## src/rtl/cpu8227_pkg.sv

```systemverilog
// Shared types for the 8227 board harness: run-mode encoding and trace entry layout.
package cpu8227_pkg;

  localparam int ADDR_W = 16;
  localparam int DATA_W = 8;

  typedef enum logic [1:0] {
    HALT = 2'd0,
    RUN  = 2'd1,
    STEP = 2'd2
  } run_state_t;

  typedef struct packed {
    logic              rw;
    logic [ADDR_W-1:0] addr;
    logic [DATA_W-1:0] data;
  } trace_entry_t;

endpackage

```

## src/rtl/btn_conditioner.sv

```systemverilog
// Two-flop synchroniser plus debounce for one raw board input; level_o only
// follows the synced input after it has differed for DEBOUNCE_CYC cycles.
module btn_conditioner #(
  parameter int DEBOUNCE_CYC = 4
) (
  input  logic clk,
  input  logic nrst,
  input  logic btn_i,
  output logic level_o
);

  localparam int CW = $clog2(DEBOUNCE_CYC) + 1;
  localparam logic [CW-1:0] CNT_LAST = CW'(DEBOUNCE_CYC - 1);

  logic [1:0]    sync_q;
  logic [CW-1:0] cnt_q;
  logic          level_q;

  always_ff @(posedge clk or negedge nrst) begin
    if (!nrst) begin
      sync_q  <= '0;
      cnt_q   <= '0;
      level_q <= 1'b0;
    end else begin
      sync_q <= {sync_q[0], btn_i};
      if (sync_q[1] != level_q) begin
        // Flip on the edge where the new level completes its stable run.
        if (cnt_q == CNT_LAST) begin
          level_q <= sync_q[1];
          cnt_q   <= '0;
        end else begin
          cnt_q <= cnt_q + 1'b1;
        end
      end else begin
        cnt_q <= '0;
      end
    end
  end

  assign level_o = level_q;

endmodule

```

## src/rtl/cpu_step_monitor.sv

```systemverilog
// Board-side harness for the 8227 core: button conditioning, halt/step/run
// clock enable generation, NMI/IRQ requests and a scrollable bus-cycle trace.
module cpu_step_monitor #(
  parameter int ADDR_W       = 16,
  parameter int DATA_W       = 8,
  parameter int DEPTH        = 8,
  parameter int DEBOUNCE_CYC = 4,
  parameter int RUN_DIV      = 1
) (
  input  logic                       clk,
  input  logic                       nrst,
  input  logic                       run_sw,
  input  logic                       step_btn,
  input  logic                       nmi_btn,
  input  logic                       irq_btn,
  input  logic                       freeze,
  input  logic [ADDR_W-1:0]          cpu_addr,
  input  logic [DATA_W-1:0]          cpu_dout,
  input  logic                       cpu_rw,
  input  logic [$clog2(DEPTH)-1:0]   view_idx,
  output logic                       cpu_ce,
  output logic                       nmi_req,
  output logic                       irq_req,
  output logic [ADDR_W-1:0]          view_addr,
  output logic [DATA_W-1:0]          view_data,
  output logic                       view_rw,
  output logic                       view_valid,
  output logic [$clog2(DEPTH):0]     trace_count,
  output logic [1:0]                 run_state
);

  import cpu8227_pkg::*;

  localparam int PW      = $clog2(DEPTH);
  localparam int CNTW    = PW + 1;
  localparam int DIVW    = $clog2(RUN_DIV) + 1;
  localparam int ENTRY_W = 1 + ADDR_W + DATA_W;
  localparam logic [DIVW-1:0] DIV_LAST = DIVW'(RUN_DIV - 1);
  localparam logic [CNTW-1:0] CNT_FULL = CNTW'(DEPTH);

  logic run_lvl, step_lvl, nmi_lvl, irq_lvl;

  btn_conditioner #(.DEBOUNCE_CYC(DEBOUNCE_CYC)) u_run  (.clk(clk), .nrst(nrst), .btn_i(run_sw),   .level_o(run_lvl));
  btn_conditioner #(.DEBOUNCE_CYC(DEBOUNCE_CYC)) u_step (.clk(clk), .nrst(nrst), .btn_i(step_btn), .level_o(step_lvl));
  btn_conditioner #(.DEBOUNCE_CYC(DEBOUNCE_CYC)) u_nmi  (.clk(clk), .nrst(nrst), .btn_i(nmi_btn),  .level_o(nmi_lvl));
  btn_conditioner #(.DEBOUNCE_CYC(DEBOUNCE_CYC)) u_irq  (.clk(clk), .nrst(nrst), .btn_i(irq_btn),  .level_o(irq_lvl));

  run_state_t      state_q, state_d;
  logic [DIVW-1:0] div_q, div_d;
  logic            ce_q, ce_d;
  logic            step_prev_q, nmi_prev_q;
  logic            nmi_q, nmi_d;
  logic            step_rise, nmi_rise;

  assign step_rise = step_lvl & ~step_prev_q;
  assign nmi_rise  = nmi_lvl & ~nmi_prev_q;

  always_comb begin
    state_d = state_q;
    ce_d    = 1'b0;
    div_d   = '0;
    case (state_q)
      HALT: begin
        if (run_lvl) begin
          state_d = RUN;
        end else if (step_rise) begin
          state_d = STEP;
          ce_d    = 1'b1;
        end
      end
      STEP: state_d = HALT;
      RUN: begin
        if (!run_lvl) begin
          state_d = HALT;
        end else if (div_q == DIV_LAST) begin
          ce_d = 1'b1;
        end else begin
          div_d = div_q + 1'b1;
        end
      end
      default: state_d = HALT;
    endcase
  end

  // A fresh edge outranks the clear so a press during a cpu_ce cycle is kept.
  always_comb begin
    nmi_d = nmi_q;
    if (nmi_rise)    nmi_d = 1'b1;
    else if (ce_q)   nmi_d = 1'b0;
  end

  always_ff @(posedge clk or negedge nrst) begin
    if (!nrst) begin
      state_q     <= HALT;
      div_q       <= '0;
      ce_q        <= 1'b0;
      step_prev_q <= 1'b0;
      nmi_prev_q  <= 1'b0;
      nmi_q       <= 1'b0;
    end else begin
      state_q     <= state_d;
      div_q       <= div_d;
      ce_q        <= ce_d;
      step_prev_q <= step_lvl;
      nmi_prev_q  <= nmi_lvl;
      nmi_q       <= nmi_d;
    end
  end

  logic [ENTRY_W-1:0] mem_q [DEPTH];
  logic [PW-1:0]      wr_ptr_q;
  logic [CNTW-1:0]    count_q;
  logic [PW-1:0]      rd_idx;
  logic [ENTRY_W-1:0] rd_entry;
  logic               we, rd_valid;
  logic [ADDR_W-1:0]  view_addr_q;
  logic [DATA_W-1:0]  view_data_q;
  logic               view_rw_q, view_valid_q;

  assign we       = ce_q & ~freeze;
  assign rd_idx   = wr_ptr_q - PW'(1) - view_idx;
  assign rd_entry = mem_q[rd_idx];
  assign rd_valid = {1'b0, view_idx} < count_q;

  always_ff @(posedge clk) begin
    if (we) mem_q[wr_ptr_q] <= {cpu_rw, cpu_addr, cpu_dout};
  end

  // Read uses the pre-write pointer, so a same-cycle write shows up one cycle later.
  always_ff @(posedge clk or negedge nrst) begin
    if (!nrst) begin
      wr_ptr_q     <= '0;
      count_q      <= '0;
      view_addr_q  <= '0;
      view_data_q  <= '0;
      view_rw_q    <= 1'b0;
      view_valid_q <= 1'b0;
    end else begin
      if (we) begin
        wr_ptr_q <= wr_ptr_q + 1'b1;
        if (count_q != CNT_FULL) count_q <= count_q + 1'b1;
      end
      view_valid_q <= rd_valid;
      view_rw_q    <= rd_valid ? rd_entry[ENTRY_W-1] : 1'b0;
      view_addr_q  <= rd_valid ? rd_entry[DATA_W +: ADDR_W] : '0;
      view_data_q  <= rd_valid ? rd_entry[DATA_W-1:0] : '0;
    end
  end

  assign cpu_ce      = ce_q;
  assign nmi_req     = nmi_q;
  assign irq_req     = irq_lvl;
  assign view_addr   = view_addr_q;
  assign view_data   = view_data_q;
  assign view_rw     = view_rw_q;
  assign view_valid  = view_valid_q;
  assign trace_count = count_q;
  assign run_state   = state_q;

endmodule

```

## config.mk

```make
export PLATFORM = sky130hd
export DESIGN_NAME = cpu_step_monitor
export DESIGN_NICKNAME = d
export VERILOG_FILES = /design/src/rtl/cpu8227_pkg.sv /design/src/rtl/btn_conditioner.sv /design/src/rtl/cpu_step_monitor.sv
export SDC_FILE = /design/constraint.sdc
export NUM_CORES = 1
export LEC_CHECK = 0
export CAP_MARGIN = 20
export CORE_MARGIN = 4
export CORE_UTILIZATION = 46
export CTS_BUF_LIST = sky130_fd_sc_hd__clkbuf_4
export DETAILED_ROUTE_END_ITERATION = 8
export PLACE_DENSITY = 0.62
export SLEW_MARGIN = 20
export SYNTH_ARGS = -nofsm -noshare
export SYNTH_HDL_FRONTEND = slang
export SYNTH_SLANG_ARGS = --single-unit
export TNS_END_PERCENT = 30
```

## constraint.sdc

```tcl
create_clock -name clk -period 6.85 [get_ports clk]
set_clock_uncertainty 0.05 [all_clocks]
set_input_delay 1.37 -clock clk [delete_from_list [all_inputs] [get_ports clk]]
set_output_delay 1.37 -clock clk [all_outputs]
set_load 0.1 [all_outputs]
```

==> impl_metrics.toml, run 1 <==
[clock_network]
cts-resized-gates = 0
worst_skew_pair.late_latency_ns = 0.66
post-cts-setup-buffers = 0
cts_hold_buf = 0
root_buffer = "clkbuf_4"
cts_buffers = 67
clock-sinks = 263
tritoncts = "done"
clock_path_buffers = 3
clk_pin_slew_ns = 0.07
h-tree-depth = 3

[critical_path]
worstSetupEndpointType = "register"
critPathLaunchType = "input port"
r2r-start = "wr_ptr_q[0]"
worst-setup-path-type = "input port to register"
worstPathMaxFanout = 28
rrSetupSlack_ns = 3.86
crit_end = "view_addr[10]"
cp-startpoint = "view_idx[0]"
reg2reg_to = "view_addr[10]"
worstPathRequired_ns = 7.31
critPathArrivalTime_ns = 4.17
ff2ff_path_depth = 6

[placement]
portBuffers = 69
gp_congestion = 0.7329
post-dp-hpwl_um = 9780
placed_area_mm2 = 0.01090

[outcome]
status = "completed"

[power]
swShare_pct = 37.86
internal_power_uw = 3471
power.switching_uw = 2114
p_leak_uw = 0.004250
combPwrFrac_pct = 39.0
p_seq_share_pct = 36.5
p_clk_share_pct = 24.5
ir_worst_vdd_mv = 0.2283
cellPowerDensity_mw_per_mm2 = 472.2

[routing]
drt_iter0_drc = 258
drt_first_pass_iters = 4
wire_per_inst_um = 20.79
antenna_left = 0
via_per_inst = 5.268
drt-total-wl_um = 19250
drc = 0
dr_total_vias = 4878

[floorplan]
start_util_pct = 46.84
dieArea_mm2 = 0.02381
die_y_um = 154.3
core_area_mm2 = 0.02102
rows = 53
io_pins = 70
fp.dieW_um = 154.3

[logic_synthesis]
synth_cells = 468
synthesis.area_mm2 = 0.009846
seq_area_frac_synth_pct = 77.01
synth_flop_cell = "edfxtp_1"
synth_area_leaders = "edfxtp_1, dfrtp_1, mux4_2, mux2i_1, a21oi_1"
ys_ff_latch = 263
yosysMostFrequentCell = "edfxtp_1"
synth_largest_area_cell = "edfxtp_1"
syn-num-nets = 514
avgSynthCellArea_um2 = 21.04
synth_edf_count = 200
synth_common_cells = "edfxtp_1, dfrtp_1, mux4_2"
synthArstFlopShare_pct = 23.95
ys_warn_count = 0
synth_cell_type_count = 30
synth_top_area_share_pct = 61.00

[sta]
drv_slew = 0
fin_crit_sh_pct = 54.25
tightest_slew_ns = 0.9985
hold_viol_final = 0
maxSlewHeadroom_pct = 33.23
fmax_mhz = 269.1
setup_tns_ns = 0
rsz0062_at_grt = "no"
setup_viol = 0
period_minus_slack_ns = 3.716

[cells_and_area]
nets = 646
area_growth_pct = 20.12
fin_area_mm2 = 0.01183
drive_above_1_share_pct = 28.46
nFillCells = 1619

[global_routing]
antenna_found_initial = 1
grt_max_degree = 64
grt_pass1_vias = 5434
grt_overflow = 0
grt_pass1_wl_um = 30170
grt_usage_pct = 16.81

[worst_hold_path]
worstHoldPathType = "register to register"

[run]
drv_cap = 0
worst min path at each step:
stage	from	endpoint	slack, ns	depth (start not counted)
detailed placement	u_irq.sync_q[0]	u_irq.sync_q[1]	0.29	0
finish	u_run.sync_q[0]	u_run.sync_q[1]	0.29	0
CTS	u_run.sync_q[0]	u_run.sync_q[1]	0.30	0
floorplan	u_irq.sync_q[0]	u_irq.sync_q[1]	0.28	0
global route	u_run.sync_q[0]	u_run.sync_q[1]	0.30	0
global placement	u_irq.sync_q[0]	u_irq.sync_q[1]	0.29	0
registers in the layout (all words and copies together), names as in the netlist, 3 cells and up:
name / flops
mem_q: 200
trace_count: 4
u_irq.cnt_q: 3
u_nmi.cnt_q: 3
u_run.cnt_q: 3
u_step.cnt_q: 3
view_addr: 16
view_data: 8
wr_ptr_q: 3
worst max-delay path, cell delays in order:
cell and delay [ns]:
clkdlybuf4s50_1 0.47, inv_1 0.07, ha_4 0.16, fa_2 0.97, buf_4 0.51, mux4_2 0.38, mux2i_1 0.16, a21oi_1 0.06
per-layer routing:
layer  wire length [um]  part of all wire [%]  GRT usage, %
met2               9803                    51         27.68
met1               7912                    41         21.30
met4                391                   2.0         6.854
met3               1141                   5.9         4.617
met5                  0                     0             0
stage by stage:
| step | power (uW) | setup WS (ns) | util, % | instances | hold slack [ns] |
|---|---|---|---|---|---|
| global route | 5894 | 3.037 | 56.26 | 926 | 0.2985 |
| detailed placement | 4268 | 2.436 | 51.85 | 805 | 0.2935 |
| global placement | 4229 | 2.438 | 51.85 | 805 | 0.2946 |
| floorplan | 3767 | 2.276 | - | 468 | 0.2812 |
| CTS | 5656 | 3.094 | 56.12 | 924 | 0.2961 |
| finish | 5585 | 3.134 | 56.26 | 926 | 0.2891 |
logic make-up after synthesis:
kind of cell	count (synthesis)	synth area share [%]
AND/OR/NAND/NOR	43	2.402
multiplexers	79	14.44
XOR/XNOR	10	1.271
flip-flops	263	77.01
adder cells (fa/ha/maj)	11	1.474
AO/OA/AOI/OAI	34	1.855
buffers and inverters	28	1.550
power groups by stage:
stage	Combinational [uW]	Clock, uW	Sequential [uW]
final	2180	1370	2040
after global routing	2330	1510	2060
after CTS	2200	1410	2040
after detailed placement	2200	0	2070
after global placement	2160	0	2070
after floorplan	1030	0	2740
layout make-up:
cell class,instances,area [um^2],share of cell area [%]
Sequential cell,263,7582,64.11
Multi-Input combinational cell,177,2160,18.26
Timing Repair Buffer,83,810.8,6.856
Clock buffer,96,720.7,6.094
Tap cell,275,344.1,2.909
Clock inverter,23,176.4,1.492
Inverter,8,30.03,0.2539
Antenna cell,1,2.502,0.02116
cell usage in the layout, fill, tap and decap left out, types with 2 or more instances in the layout:
master / Yosys / routed
nor2_2: 0 / 3
a21o_1: 3 / 3
buf_4: 0 / 13
mux2i_1: 25 / 25
bufinv_16: 0 / 3
clkbuf_4: 0 / 96
clkdlybuf4s50_1: 0 / 68
nand2_1: 10 / 10
ha_1: 10 / 9
nor3_2: 0 / 4
nor3_1: 8 / 4
clkinv_1: 1 / 17
nor2b_1: 5 / 5
xnor2_1: 8 / 8
mux4_2: 50 / 50
nor3b_1: 8 / 8
o21ai_0: 2 / 2
clkinv_4: 0 / 2
a21oi_1: 27 / 27
mux2_2: 4 / 4
edfxtp_1: 200 / 200
nand2b_1: 5 / 5
inv_1: 7 / 7
dfrtp_1: 63 / 63
Note: power is estimated with default switching activity, not from simulation.
==> run 2: changes to the inputs <==
==> constraint.sdc (replaced) <==
create_clock -name clk -period 3.55 [get_ports clk]
set_clock_uncertainty 0.05 [all_clocks]
set_input_delay 0.71 -clock clk [delete_from_list [all_inputs] [get_ports clk]]
set_output_delay 0.71 -clock clk [all_outputs]
set_load 0.1 [all_outputs]
==> impl_metrics.toml, run 2 (synthesis results as in run 1) <==
[outcome]
status = "completed"

[critical_path]
critPathLaunchType = "register"
worst-path-stages = 1
worstPathMaxFanout = 3
ff2ff_path_depth = 6
crit_end = "run_state[0]"
rrSetupSlack_ns = 1.15
crit_buf_inv = 1
slowest_delay_ns = 1.14
r2r-start = "wr_ptr_q[0]"
worst-setup-path-type = "register to output pin"
critPathArrivalTime_ns = 2.15
reg2reg_to = "view_data[0]"
worstPathRequired_ns = 2.79
cpLargestDelayFamily = "buffers and inverters"
worstSetupEndpointType = "output pin"
path_cells = "clkdlybuf4s50_1"
critPathSlowestCell = "clkdlybuf4s50_1"
cp-startpoint = "run_state[0]"

[cells_and_area]
nets = 650
area_growth_pct = 20.66
nFillCells = 1628
multi_input_area_mm2 = 0.002168
final_cell_mix = "edfxtp_1, clkbuf_4, dfrtp_1, clkdlybuf4s50_1, mux4_2"
final_common_cell = "edfxtp_1"
drive_above_1_share_pct = 32.67
largest_reg_flops = 200
regArea_mm2 = 0.007582
instances_no_fill = 932
top_register = "mem_q"

[run]
drv_cap = 0

[floorplan]
fp.dieW_um = 154.3
die_y_um = 154.3
dieArea_mm2 = 0.02381
rows = 53
core_area_mm2 = 0.02102
io_pins = 70
start_util_pct = 46.84

[sta]
period_minus_slack_ns = 2.906
hold_viol_final = 0
tightest_slew_ns = 1.015
setup_viol = 0
fin_crit_sh_pct = 81.86
rsz0062_at_grt = "no"
drv_slew = 0
fmax_mhz = 344.1
maxSlewHeadroom_pct = 32.15

[placement]
portBuffers = 69
gp_congestion = 0.7224
post-dp-hpwl_um = 10100
numPlacedInstances = 808

[clock_network]
clk_pin_slew_ns = 0.07
h-tree-depth = 3
cts_hold_buf = 0
cts-resized-gates = 0
post-cts-setup-buffers = 0
worst_skew_pair.late_latency_ns = 0.65
clock-sinks = 263
root_buffer = "clkbuf_4"
cts_buffers = 69
clock_path_buffers = 3
tritoncts = "done"

[power]
ir_worst_vdd_mv = 0.7156
power.switching_uw = 4077
p_seq_share_pct = 36.4
combPwrFrac_pct = 39.2
p_clk_share_pct = 24.4
p_leak_uw = 0.004312
internal_power_uw = 6743
swShare_pct = 37.68
cellPowerDensity_mw_per_mm2 = 910.8
p_total_uw = 10820

[routing]
drt_iter0_drc = 258
drc = 0
wire_per_inst_um = 20.67
via_per_inst = 5.236
drt_first_pass_iters = 4
antenna_left = 0
dr_total_vias = 4880
drt-total-wl_um = 19260

[global_routing]
grt_pass1_wl_um = 30060
grt_overflow = 0
antenna_found_initial = 1
grt_pass1_vias = 5515
grt_usage_pct = 16.80
grt_max_degree = 51

[worst_hold_path]
worstHoldPathType = "input port to async pin"
[run 2: changes by cell type in the layout (fill, tap and decap cells not counted), sizes merged]
cell / previous run / this run
buf: 15 / 30
bufinv: 3 / 1
clkbuf: 96 / 111
clkdlybuf4s50: 68 / 55
clkinv: 20 / 8
clkinvlp: 0 / 2
diode: 1 / 2
[run 2: worst min path at each step]
stage | end | slack (ns) | cells after the start
global placement | u_step.sync_q[1] | 0.30 | 0
finish | wr_ptr_q[2] | 0.08 | 1
floorplan | u_irq.sync_q[1] | 0.28 | 0
detailed placement | u_step.sync_q[1] | 0.29 | 0
global route | wr_ptr_q[2] | 0.09 | 1
CTS | trace_count[2] | 0.04 | 1
[run 2: area by class of cell]
type / instances / area share, %
multi-input cells: 177 / 18.25
flip-flops and latches: 263 / 63.82
diodes: 2 / 0.04213
inverters: 8 / 0.2528
clock buffers: 111 / 7.014
repair buffers: 85 / 7.035
clock inverters: 11 / 0.6846
well taps: 275 / 2.896
[run 2: power groups by stage]
stage          Sequential (uW)  Combinational, uW  Clock (uW)
2_1_floorplan             5290               1980           0
3_3_place_gp              4000               4230           0
3_5_place_dp              4010               4310           0
4_1_cts                   3950               4320        2740
5_1_grt                   3990               4510        2920
6_report                  3940               4240        2640
[run 2: metal layers]
layer,wire length (um),global-route usage [%],part of all wire (%)
met1,7827,20.84,41
met2,10050,28.29,52
met3,1042,4.393,5.4
met4,346,6.897,1.8
met5,0,0,0
[run 2: through the flow]
step           area [um^2]  hold slack [ns]  setup WS (ns)  TNS, ns  utilization (%)
6_report             11880          0.07750         0.6441        0            56.51
5_1_grt              11880          0.08672         0.5412        0            56.50
4_1_cts              11880          0.04269         0.5637        0            56.49
3_5_place_dp         10960           0.2864         0.4336        0            52.14
3_3_place_gp         10960           0.2959         0.4281        0            52.14
2_1_floorplan         9852           0.2812        -0.1661   -5.009                -
